==> src/rtl/matmul_pkg.sv <==
// rtl/matmul_pkg.sv - shared constants and loader state encoding for the 4x4 Q8.8 matmul
package matmul_pkg;

    localparam int ELEM_W    = 16;
    localparam int DIM       = 4;
    localparam int FRAC_BITS = 8;
    localparam int VEC_W     = ELEM_W * DIM;
    localparam int IDX_W     = 4;
    localparam int CYC_W     = 16;

    localparam logic [IDX_W-1:0] IDX_LAST = 4'd15;

    typedef enum logic [1:0] {
        ST_LOAD_A = 2'd0,
        ST_LOAD_B = 2'd1,
        ST_RUN    = 2'd2,
        ST_DONE   = 2'd3
    } ld_state_t;

    // Counter that sticks at all-ones instead of wrapping.
    function automatic logic [CYC_W-1:0] sat_inc(input logic [CYC_W-1:0] v);
        return (v == {CYC_W{1'b1}}) ? v : v + 1'b1;
    endfunction

endpackage

==> src/rtl/matmul_operand_loader_if.sv <==
// rtl/matmul_operand_loader_if.sv - element stream, operand buses and core handshake
interface matmul_operand_loader_if;
    import matmul_pkg::*;

    logic [ELEM_W-1:0] in_data;
    logic              in_valid;
    logic              in_ready;
    logic              abort;
    logic [VEC_W-1:0]  row_0;
    logic [VEC_W-1:0]  row_1;
    logic [VEC_W-1:0]  row_2;
    logic [VEC_W-1:0]  row_3;
    logic [VEC_W-1:0]  col_0;
    logic [VEC_W-1:0]  col_1;
    logic [VEC_W-1:0]  col_2;
    logic [VEC_W-1:0]  col_3;
    logic              core_reset;
    logic              core_done;
    logic              busy;
    logic              result_valid;
    logic [CYC_W-1:0]  run_cycles;

    modport slave (
        input  in_data, in_valid, abort, core_done,
        output in_ready, row_0, row_1, row_2, row_3,
               col_0, col_1, col_2, col_3,
               core_reset, busy, result_valid, run_cycles
    );

    modport master (
        output in_data, in_valid, abort, core_done,
        input  in_ready, row_0, row_1, row_2, row_3,
               col_0, col_1, col_2, col_3,
               core_reset, busy, result_valid, run_cycles
    );

endinterface

==> src/rtl/matmul_operand_loader_operand_bank.sv <==
// rtl/matmul_operand_loader_operand_bank.sv - eight operand registers; B lands transposed
module operand_bank
    import matmul_pkg::*;
(
    input  logic                      clock,
    input  logic                      reset,
    input  logic                      i_wr_en,
    input  logic                      i_sel_b,
    input  logic [1:0]                i_r,
    input  logic [1:0]                i_k,
    input  logic [ELEM_W-1:0]         i_data,
    output logic [DIM-1:0][VEC_W-1:0] o_row,
    output logic [DIM-1:0][VEC_W-1:0] o_col
);

    logic [DIM-1:0][VEC_W-1:0] r_row;
    logic [DIM-1:0][VEC_W-1:0] r_col;

    // A element (r,k) goes to row r lane k; B element (r,k) goes to column k lane r.
    always_ff @(posedge clock or posedge reset) begin
        if (reset) begin
            r_row <= '0;
            r_col <= '0;
        end else if (i_wr_en) begin
            if (i_sel_b)
                r_col[i_k][{i_r, 4'b0000} +: ELEM_W] <= i_data;
            else
                r_row[i_r][{i_k, 4'b0000} +: ELEM_W] <= i_data;
        end
    end

    assign o_row = r_row;
    assign o_col = r_col;

endmodule

==> src/rtl/matmul_operand_loader.sv <==
// rtl/matmul_operand_loader.sv - streams A and B into the core operand buses and sequences a run
module matmul_operand_loader
    import matmul_pkg::*;
(
    input  logic                    clock,
    input  logic                    reset,
    matmul_operand_loader_if.slave  bus
);

    ld_state_t                 r_state;
    logic [IDX_W-1:0]          r_idx;
    logic                      r_core_reset;
    logic                      r_result_valid;
    logic [CYC_W-1:0]          r_run_cycles;

    logic                      w_in_ready;
    logic                      w_xfer;
    logic [DIM-1:0][VEC_W-1:0] w_row;
    logic [DIM-1:0][VEC_W-1:0] w_col;

    assign w_in_ready = (r_state == ST_LOAD_A) || (r_state == ST_LOAD_B);
    // An abort in the same cycle as a handshake drops the element.
    assign w_xfer     = bus.in_valid && w_in_ready && !bus.abort;

    operand_bank u_bank (
        .clock   (clock),
        .reset   (reset),
        .i_wr_en (w_xfer),
        .i_sel_b (r_state == ST_LOAD_B),
        .i_r     (r_idx[3:2]),
        .i_k     (r_idx[1:0]),
        .i_data  (bus.in_data),
        .o_row   (w_row),
        .o_col   (w_col)
    );

    always_ff @(posedge clock or posedge reset) begin
        if (reset) begin
            r_state        <= ST_LOAD_A;
            r_idx          <= '0;
            r_core_reset   <= 1'b1;
            r_result_valid <= 1'b0;
            r_run_cycles   <= '0;
        end else begin
            r_result_valid <= 1'b0;
            if (bus.abort) begin
                r_state      <= ST_LOAD_A;
                r_idx        <= '0;
                r_core_reset <= 1'b1;
            end else begin
                case (r_state)
                    ST_LOAD_A: begin
                        if (w_xfer) begin
                            r_idx <= r_idx + 1'b1;
                            if (r_idx == IDX_LAST)
                                r_state <= ST_LOAD_B;
                        end
                    end
                    ST_LOAD_B: begin
                        if (w_xfer) begin
                            r_idx <= r_idx + 1'b1;
                            if (r_idx == IDX_LAST) begin
                                r_state      <= ST_RUN;
                                r_core_reset <= 1'b0;
                                r_run_cycles <= '0;
                            end
                        end
                    end
                    ST_RUN: begin
                        r_run_cycles <= sat_inc(r_run_cycles);
                        if (bus.core_done) begin
                            r_state        <= ST_DONE;
                            r_result_valid <= 1'b1;
                            r_core_reset   <= 1'b1;
                        end
                    end
                    ST_DONE: begin
                        r_state <= ST_LOAD_A;
                    end
                    default: begin
                        r_state <= ST_LOAD_A;
                    end
                endcase
            end
        end
    end

    assign bus.in_ready     = w_in_ready;
    assign bus.busy         = (r_state == ST_RUN);
    assign bus.core_reset   = r_core_reset;
    assign bus.result_valid = r_result_valid;
    assign bus.run_cycles   = r_run_cycles;
    assign bus.row_0        = w_row[0];
    assign bus.row_1        = w_row[1];
    assign bus.row_2        = w_row[2];
    assign bus.row_3        = w_row[3];
    assign bus.col_0        = w_col[0];
    assign bus.col_1        = w_col[1];
    assign bus.col_2        = w_col[2];
    assign bus.col_3        = w_col[3];

endmodule

==> src/flat_wrapper.sv <==
// flat-port wrapper written by rule: the top's interface ports become plain ports
module matmul_operand_loader_flat import matmul_pkg::*;
  (clock, reset, bus_in_data, bus_in_valid, bus_abort, bus_core_done, bus_in_ready, bus_row_0, bus_row_1, bus_row_2, bus_row_3, bus_col_0, bus_col_1, bus_col_2, bus_col_3, bus_core_reset, bus_busy, bus_result_valid, bus_run_cycles);
  matmul_operand_loader_if bus_i ();
  input  logic clock;
  input  logic reset;
  input wire logic [$bits(bus_i.in_data)-1:0] bus_in_data;
  input wire logic [$bits(bus_i.in_valid)-1:0] bus_in_valid;
  input wire logic [$bits(bus_i.abort)-1:0] bus_abort;
  input wire logic [$bits(bus_i.core_done)-1:0] bus_core_done;
  output wire logic [$bits(bus_i.in_ready)-1:0] bus_in_ready;
  output wire logic [$bits(bus_i.row_0)-1:0] bus_row_0;
  output wire logic [$bits(bus_i.row_1)-1:0] bus_row_1;
  output wire logic [$bits(bus_i.row_2)-1:0] bus_row_2;
  output wire logic [$bits(bus_i.row_3)-1:0] bus_row_3;
  output wire logic [$bits(bus_i.col_0)-1:0] bus_col_0;
  output wire logic [$bits(bus_i.col_1)-1:0] bus_col_1;
  output wire logic [$bits(bus_i.col_2)-1:0] bus_col_2;
  output wire logic [$bits(bus_i.col_3)-1:0] bus_col_3;
  output wire logic [$bits(bus_i.core_reset)-1:0] bus_core_reset;
  output wire logic [$bits(bus_i.busy)-1:0] bus_busy;
  output wire logic [$bits(bus_i.result_valid)-1:0] bus_result_valid;
  output wire logic [$bits(bus_i.run_cycles)-1:0] bus_run_cycles;
  assign bus_i.in_data = bus_in_data;
  assign bus_i.in_valid = bus_in_valid;
  assign bus_i.abort = bus_abort;
  assign bus_i.core_done = bus_core_done;
  assign bus_in_ready = bus_i.in_ready;
  assign bus_row_0 = bus_i.row_0;
  assign bus_row_1 = bus_i.row_1;
  assign bus_row_2 = bus_i.row_2;
  assign bus_row_3 = bus_i.row_3;
  assign bus_col_0 = bus_i.col_0;
  assign bus_col_1 = bus_i.col_1;
  assign bus_col_2 = bus_i.col_2;
  assign bus_col_3 = bus_i.col_3;
  assign bus_core_reset = bus_i.core_reset;
  assign bus_busy = bus_i.busy;
  assign bus_result_valid = bus_i.result_valid;
  assign bus_run_cycles = bus_i.run_cycles;
  matmul_operand_loader u_core (.clock(clock), .reset(reset), .bus(bus_i));
endmodule
==> config.mk <==
export PLATFORM = sky130hd
export DESIGN_NAME = matmul_operand_loader_flat
export DESIGN_NICKNAME = d
export VERILOG_FILES = /design/src/rtl/matmul_pkg.sv /design/src/rtl/matmul_operand_loader_if.sv /design/src/rtl/matmul_operand_loader_operand_bank.sv /design/src/rtl/matmul_operand_loader.sv /design/src/flat_wrapper.sv
export SDC_FILE = /design/constraint.sdc
export NUM_CORES = 1
export LEC_CHECK = 0
export CAP_MARGIN = 20
export CORE_ASPECT_RATIO = 1.2
export CORE_MARGIN = 2
export CORE_UTILIZATION = 44
export CTS_CLUSTER_DIAMETER = 150
export DETAILED_ROUTE_END_ITERATION = 7
export PLACE_DENSITY = 0.79
export SYNTH_ARGS = -nofsm -noshare
export SYNTH_HDL_FRONTEND = slang
export SYNTH_SLANG_ARGS = --single-unit
==> constraint.sdc <==
create_clock -name clock -period 16.3 [get_ports clock]
set_input_delay 2.445 -clock clock [delete_from_list [all_inputs] [get_ports clock]]
set_output_delay 2.445 -clock clock [all_outputs]
set_load 0.03 [all_outputs]
Word-level counts from Yosys, hierarchy flattened
Index checks and enable logic that the tools add are counted.
Storage, ports and cells
  logic and storage cells: 86
  output and inout port bits: 532
  input bits: 21
  register bits after elaboration: 536
Operators by class
  multiplexer cells: 28
  $lt $le $gt $ge: 4
  shift operators: 4
  $add $sub $neg: 4
  bitwise gates (word level): 2
  reductions and logical operators: 18
  eq/ne operators: 13
Operators with widths (number)
  256-bit bitwise mux: 2
  64-bit demux with 2-bit select: 2
  64-bit 2-to-1 mux: 2
  16-bit by 8-bit variable shift with 64-bit output (first input constant): 2
  16-bit by 8-bit variable part select with 64-bit output: 2
  16-bit 2-to-1 mux: 3
  16-bit one-hot mux with 2 select lines: 1
  16-bit by 1-bit adder with 16-bit output (second input constant): 1
  16-bit == test (second input constant): 1
  6-bit negator with 8-bit output: 2
  2-bit 2-to-1 mux: 6
  4-bit 2-to-1 mux: 3
  3-bit != test (second input constant): 4
  5-bit AND reduction: 2
  2-bit one-hot mux with 4 select lines: 1
  1-bit 2-to-1 mux: 7
  2-bit by 3-bit < comparator with 1-bit output (second input constant): 2
  2-bit AND reduction: 3
  2-bit nonzero test: 3
  4-bit by 1-bit adder with 4-bit output (second input constant): 1
  2-bit == test (second input constant): 2
  4-bit == test (second input constant): 1
  2-bit by 1-bit greater-or-equal comparator with 1-bit output (second input constant): 2
  1-bit logical AND: 4
  other kinds (12): 14

Depth between registers and ports, before layout
  depth in word-level cells: 7
  mapped depth: 9
  gate-level depth less buffers: 6

By module
From an unflattened synthesis, not the netlist that was laid out.
Unflattened totals
  cells, all modules: 2019
  area total of the unflattened synthesis: 20420.8 um^2
By module, submodules not included
  operand_bank: instances 1, seq. area each 12812.3 um^2, cells an instance 1861, area an instance 18933.2 um^2
  matmul_operand_loader: instances 1, seq. area each 601.8 um^2, cells an instance 158, area an instance 1487.7 um^2

Least setup slack after synthesis
Ideal clock, no wire load.
  path type: input to register
  from: input bus_abort
  to: register u_core.u_bank.r_row (netlist bit u_core.u_bank.o_row[100])
  path buffers: 2
  arrival time: 3699 ps
  stages: 6
  setup time: 125 ps
  data required time: 16175 ps
  slack: 12476 ps
  cells stage by stage: and4bb_2 -> and2_1 -> buf_2 -> nand2_1 -> buf_2 -> mux2_2
On the way
  longest elaborated chain between the ends: 3
Ends and longest elaborated chain
  start, declared: RTL line flat_wrapper.sv:9  | input wire logic [$bits(bus_i.abort)-1:0] bus_abort;
  1-bit zero test: RTL line matmul_operand_loader.sv:23  | assign w_xfer = bus.in_valid && w_in_ready && !bus.abort;
  1-bit logical AND: RTL line matmul_operand_loader.sv:23
  2-bit AND reduction (no line)
  end signal, assigned by index: RTL line matmul_operand_loader_operand_bank.sv:28  | r_row[i_r][{i_k, 4'b0000} +: ELEM_W] <= i_data;
  end, declared: RTL line matmul_operand_loader_operand_bank.sv:16  | logic [DIM-1:0][VEC_W-1:0] r_row;
Every way passes these cells.
A chain may end at the register's enable or synchronous reset.

Worst setup path in the final report
  from: register u_core.r_state[0]
  to: output bus_busy
On the way
  longest elaborated chain between the ends: 1
Ends and longest elaborated chain
  start, declared: RTL line matmul_operand_loader.sv:10  | ld_state_t r_state;
  start signal, assigned: RTL line matmul_operand_loader.sv:39  | r_state <= ST_LOAD_A;
  start signal, assigned: RTL line matmul_operand_loader.sv:47  | r_state <= ST_LOAD_A;
  start signal, assigned: RTL line matmul_operand_loader.sv:56  | r_state <= ST_LOAD_B;
  2-bit == test: RTL line matmul_operand_loader.sv:89  | assign bus.busy = (r_state == ST_RUN);
  end, declared: RTL line flat_wrapper.sv:21  | output wire logic [$bits(bus_i.busy)-1:0] bus_busy;
Every way passes these cells.

==> summary by stage <==
Outcome
The flow ran to the end, and the final reports show no timing, DRC or antenna violations.

Layout
The number of fillers in the final layout is 3716. The area of the multi-input gates is 7620 sq um. Summing all flip-flop and latch instances after layout gives 13400 sq um.

After the last flow step, the layout net total stands at 2094. The share of final-layout standard cells stronger than drive strength 1 is 27.4%. The layout-stage area growth over the synthesis result is 37.7%.

STA
The post-route fraction of the period consumed by the critical path is 30.8%. Headroom to the max-slew limit came out at 29.6%. Setup repair after global routing left no endpoint under its margin. Summed over all failing endpoints, the final setup total negative slack is 0 ns. Counting I/O delays and the setup requirement, the final critical path takes 5.01 ns.

The number of pins with negative max-slew slack in the final report is 0. The total count of hold-check failures in the final report was 0. The worst clock skew on the final layout is 0.00905 ns. For the pin with the worst max-slew slack, the measured transition is 1.06 ns. The final setup violation count is 0. Static timing analysis puts the maximum clock frequency at 199 MHz.

Die
After floorplanning, the core was divided into 88 placement rows. For this configuration, the core starts out at a cell density of 44.6%. The standard cell core area is 48000 sq um.

The die boundary width is 205 um. In this run the count of I/O pins placed on the die edge is 553. In this run the vertical extent of the chip is 246 um. The die outline area is 50400 sq um.

Logic synthesis
Synthesis handed over a netlist of 1507 instances. The number of nets handed over by synthesis was 1543. The largest area contributor in the synthesized netlist is sky130_fd_sc_hd__dfrtp_1. Counting flops with a built-in enable in the synthesized netlist gives 0. Ranked by total cell area, the synthesized netlist is headed by sky130_fd_sc_hd__dfrtp_1 63%, sky130_fd_sc_hd__mux2_2 24%, sky130_fd_sc_hd__and2_1 3.0%, sky130_fd_sc_hd__nand2_1 2.2%, sky130_fd_sc_hd__o21ai_0 1.5%.

The async set-reset flop share out of synthesis is 100%. The synthesized netlist occupies a cell area of 21400 sq um. The synthesized area per cell is 14.2 sq um.

The portion of synthesized cell area occupied by the leading cell type is 62.6%. Counting flops and latches in the post-synthesis netlist gives 536. The fraction of the yosys area taken by sequential cells is 62.7%. Synthesis instantiated 53 different standard cells from the library.

Yosys printed 0 warnings. For this run, the leading register cell type out of synthesis is sky130_fd_sc_hd__dfrtp_1.

Route
The total iterations of the first detailed-routing run is 5. The total via count in the routed design is 14741. The average wire per cell in the routed design is 25.0 um. For this run, design rule violations remaining after detail routing come to 0. The final antenna-violating net count is 0. The via density per instance is 5.39. The violation count after the first detailed-route iteration is 733.

The final routed wirelength across all metal layers is 68.5 mm.

Pwr
The overall power after layout is 3470 uW. The combinational group share of total power is 20.0%. Summed over all cells, the static leakage comes to 0.0139 uW. The power density over the cells is 118 nW/um^2. Per report_power, the sequential group accounts for 43.3% of the total. The total internal power is 2450 uW. The switching share of total power is 29.3%. The worst-case vdd ir drop is 0.0868 mV. In this run the power spent charging and discharging nets is 1020 uW.

Of the total power, the clock network draws 36.7%.

Min path
The tightest min-delay check is of the reg2reg type. In this run the most critical hold path is launched from u_core.u_bank.o_col[52]$_DFFE_PP0P_. The hold-critical path endpoint is u_core.u_bank.o_col[52]$_DFFE_PP0P_.

The number of instances on the worst hold path is 2.

Global route
The number of global-route vias before repair is 15421. The initial antenna violation count is 5. The largest net degree at the start of global routing is 203. The total global routing track utilization is 27.1%. The first global-routing pass estimated 101 mm of wire. The total grt overflow is 0.

Placement
The weighted congestion at the end of routability-driven global placement is 0.861. The number of input and output port buffers inserted is 552. The final HPWL from detailed placement is 47.5 mm.

Clock tree
The number of buffers added by the clock tree synthesis step is 52. In this run the clock root is driven by a sky130_fd_sc_hd__clkbuf_16. The post-CTS setup buffer count is 0. The post-cts repair resize count is 0. The latest clock arrival within the worst-skew pair is 0.59 ns. After clock tree synthesis, the clock-pin slew on the worst setup and hold paths is 0.06 ns. The clock net in this run drives a total of 536 sinks.

The clock tree from TritonCTS is done. The clock tree synthesis step divided the H-tree into 2 levels. The longest clock path from root to sink contains 3 buffers. For this design, the CTS-stage hold fixing added 0 buffers.

Critical path
The depth of the worst register-to-register path is 7. The worst register-to-register path has a setup slack of 13.53 ns. The worst setup path is of the reg2out kind. The critical-path maximum fanout is 19. The startpoint kind of the worst setup timing path is a flop. STA puts the critical path data required time at 13.86 ns. The endpoint arrival time on the critical path is 2.57 ns. The terminus of the critical flop-to-flop path is u_core.bus.run_cycles[13]$_DFFE_PP0P_. In this run the critical register-to-register path is launched from u_core.r_state[0]$_DFFE_PP0P_.

The kind of end point of the critical path is an output pin.

Flow run
The tool flagged a number of max-cap violations equal to 0.
cell usage after synthesis, types with 2 or more instances:
cell type,count
sky130_fd_sc_hd__a211oi_1,2
sky130_fd_sc_hd__a21oi_1,7
sky130_fd_sc_hd__a221oi_1,8
sky130_fd_sc_hd__and2_1,104
sky130_fd_sc_hd__and3_1,21
sky130_fd_sc_hd__buf_2,30
sky130_fd_sc_hd__buf_6,2
sky130_fd_sc_hd__clkbuf_1,36
sky130_fd_sc_hd__dfrtp_1,535
sky130_fd_sc_hd__dlygate4sd1_1,2
sky130_fd_sc_hd__ha_1,15
sky130_fd_sc_hd__inv_1,17
sky130_fd_sc_hd__mux2_2,452
sky130_fd_sc_hd__mux2i_1,6
sky130_fd_sc_hd__nand2_1,123
sky130_fd_sc_hd__nand3_1,9
sky130_fd_sc_hd__nand4_1,8
sky130_fd_sc_hd__nor2_1,10
sky130_fd_sc_hd__nor3_1,4
sky130_fd_sc_hd__nor3b_1,5
sky130_fd_sc_hd__nor4_1,2
sky130_fd_sc_hd__o211ai_1,2
sky130_fd_sc_hd__o21ai_0,64
sky130_fd_sc_hd__o221a_2,3
sky130_fd_sc_hd__o22ai_1,7
sky130_fd_sc_hd__o311a_1,2
sky130_fd_sc_hd__o31ai_1,2
sky130_fd_sc_hd__o41ai_1,2
sky130_fd_sc_hd__xnor2_1,3
worst max-delay path by stage:
stage,end,start,depth (start not counted),slack [ns]
floorplan,u_core.bus.result_valid$_DFF_PP0_,reset,1,6.57
global placement,u_core.u_bank.o_row[50]$_DFFE_PP0P_,bus_abort,5,11.24
detailed placement,u_core.u_bank.o_row[53]$_DFFE_PP0P_,bus_abort,5,11.22
CTS,bus_busy,u_core.r_state[0]$_DFFE_PP0P_,3,11.29
global route,bus_busy,u_core.r_state[0]$_DFFE_PP0P_,3,11.15
finish,bus_busy,u_core.r_state[0]$_DFFE_PP0P_,3,11.29
worst max-delay path, cell delays in order (launching register included):
cell                              delay, ns
sky130_fd_sc_hd__dfrtp_1               0.38
sky130_fd_sc_hd__inv_1                 0.13
sky130_fd_sc_hd__ha_1                  0.66
sky130_fd_sc_hd__clkdlybuf4s50_1       0.81
power by group through the flow:
| stage | Sequential, uW | Clock [uW] | Combinational (uW) |
|---|---|---|---|
| 5_1_grt | 1510 | 1350 | 729 |
| 2_1_floorplan | 1700 | 0 | 200 |
| 6_report | 1500 | 1270 | 691 |
| 4_1_cts | 1500 | 1290 | 697 |
| 3_5_place_dp | 1520 | 0 | 695 |
| 3_3_place_gp | 1520 | 0 | 682 |
metrics by stage:
step	util, %	instances	instance area, sq um	hold WS [ns]	setup WS [ns]
floorplan	-	1507	21400	0.516	6.57
global placement	57.3	2626	27500	0.462	11.24
detailed placement	57.3	2628	27500	0.473	11.22
CTS	61.1	2724	29300	0.487	11.29
global route	61.4	2731	29500	0.507	11.15
finish	61.4	2734	29500	0.481	11.29
layout by cell type (no fill, tap or decap), drive strengths merged, types with 8 or more instances in the layout:
cell type and n:
nand3 9, clkbuf 73, dfrtp 535, ha 15, nor2 10, and3 22
a221oi 8, clkdlybuf4s50 552, inv 20, buf 15, and2 104, nand4 8
nand2 123, clkinv 12, mux2 452, o21ai 64
kinds of logic (layout without fill, tap and decap cells):
logic type | after synthesis | count (layout) | share of synthesized area [%]
buffers and inverters | 88 | 681 | 1.84
other | 0 | 4 | 0
XOR/XNOR | 3 | 3 | 0.123
AO/OA/AOI/OAI | 105 | 105 | 2.98
flip-flops | 536 | 536 | 62.7
adder cells (fa/ha/maj) | 15 | 15 | 0.877
AND/OR/NAND/NOR | 302 | 302 | 7.40
multiplexers | 458 | 458 | 24.1
cell type report:
cell class / instances / area share, %
diodes: 4 / 0.0340
clock buffers: 72 / 5.04
clock inverters: 24 / 1.11
inverters: 17 / 0.229
multi-input cells: 883 / 25.9
flip-flops and latches: 536 / 45.5
well taps: 630 / 2.67
repair buffers: 568 / 19.5
state kept, by name, summed over array words and instances (netlist names):
signal / count
u_core.u_bank.o_col: 256
u_core.u_bank.o_row: 256
u_core.bus.run_cycles: 16
u_core.r_idx: 4
u_core.r_state: 2
u_core.bus.core_reset: 1
u_core.bus.result_valid: 1
routing by layer:
| layer | part of all wire [%] | GRT usage [%] | wire length [um] |
|---|---|---|---|
| met5 | 0 | 0 | 0 |
| met4 | 5.3 | 12.7 | 3600 |
| met3 | 7.3 | 7.21 | 4990 |
| met2 | 50 | 45.7 | 34000 |
| met1 | 38 | 32.1 | 25900 |
Note: power is estimated with default switching activity, not from simulation.
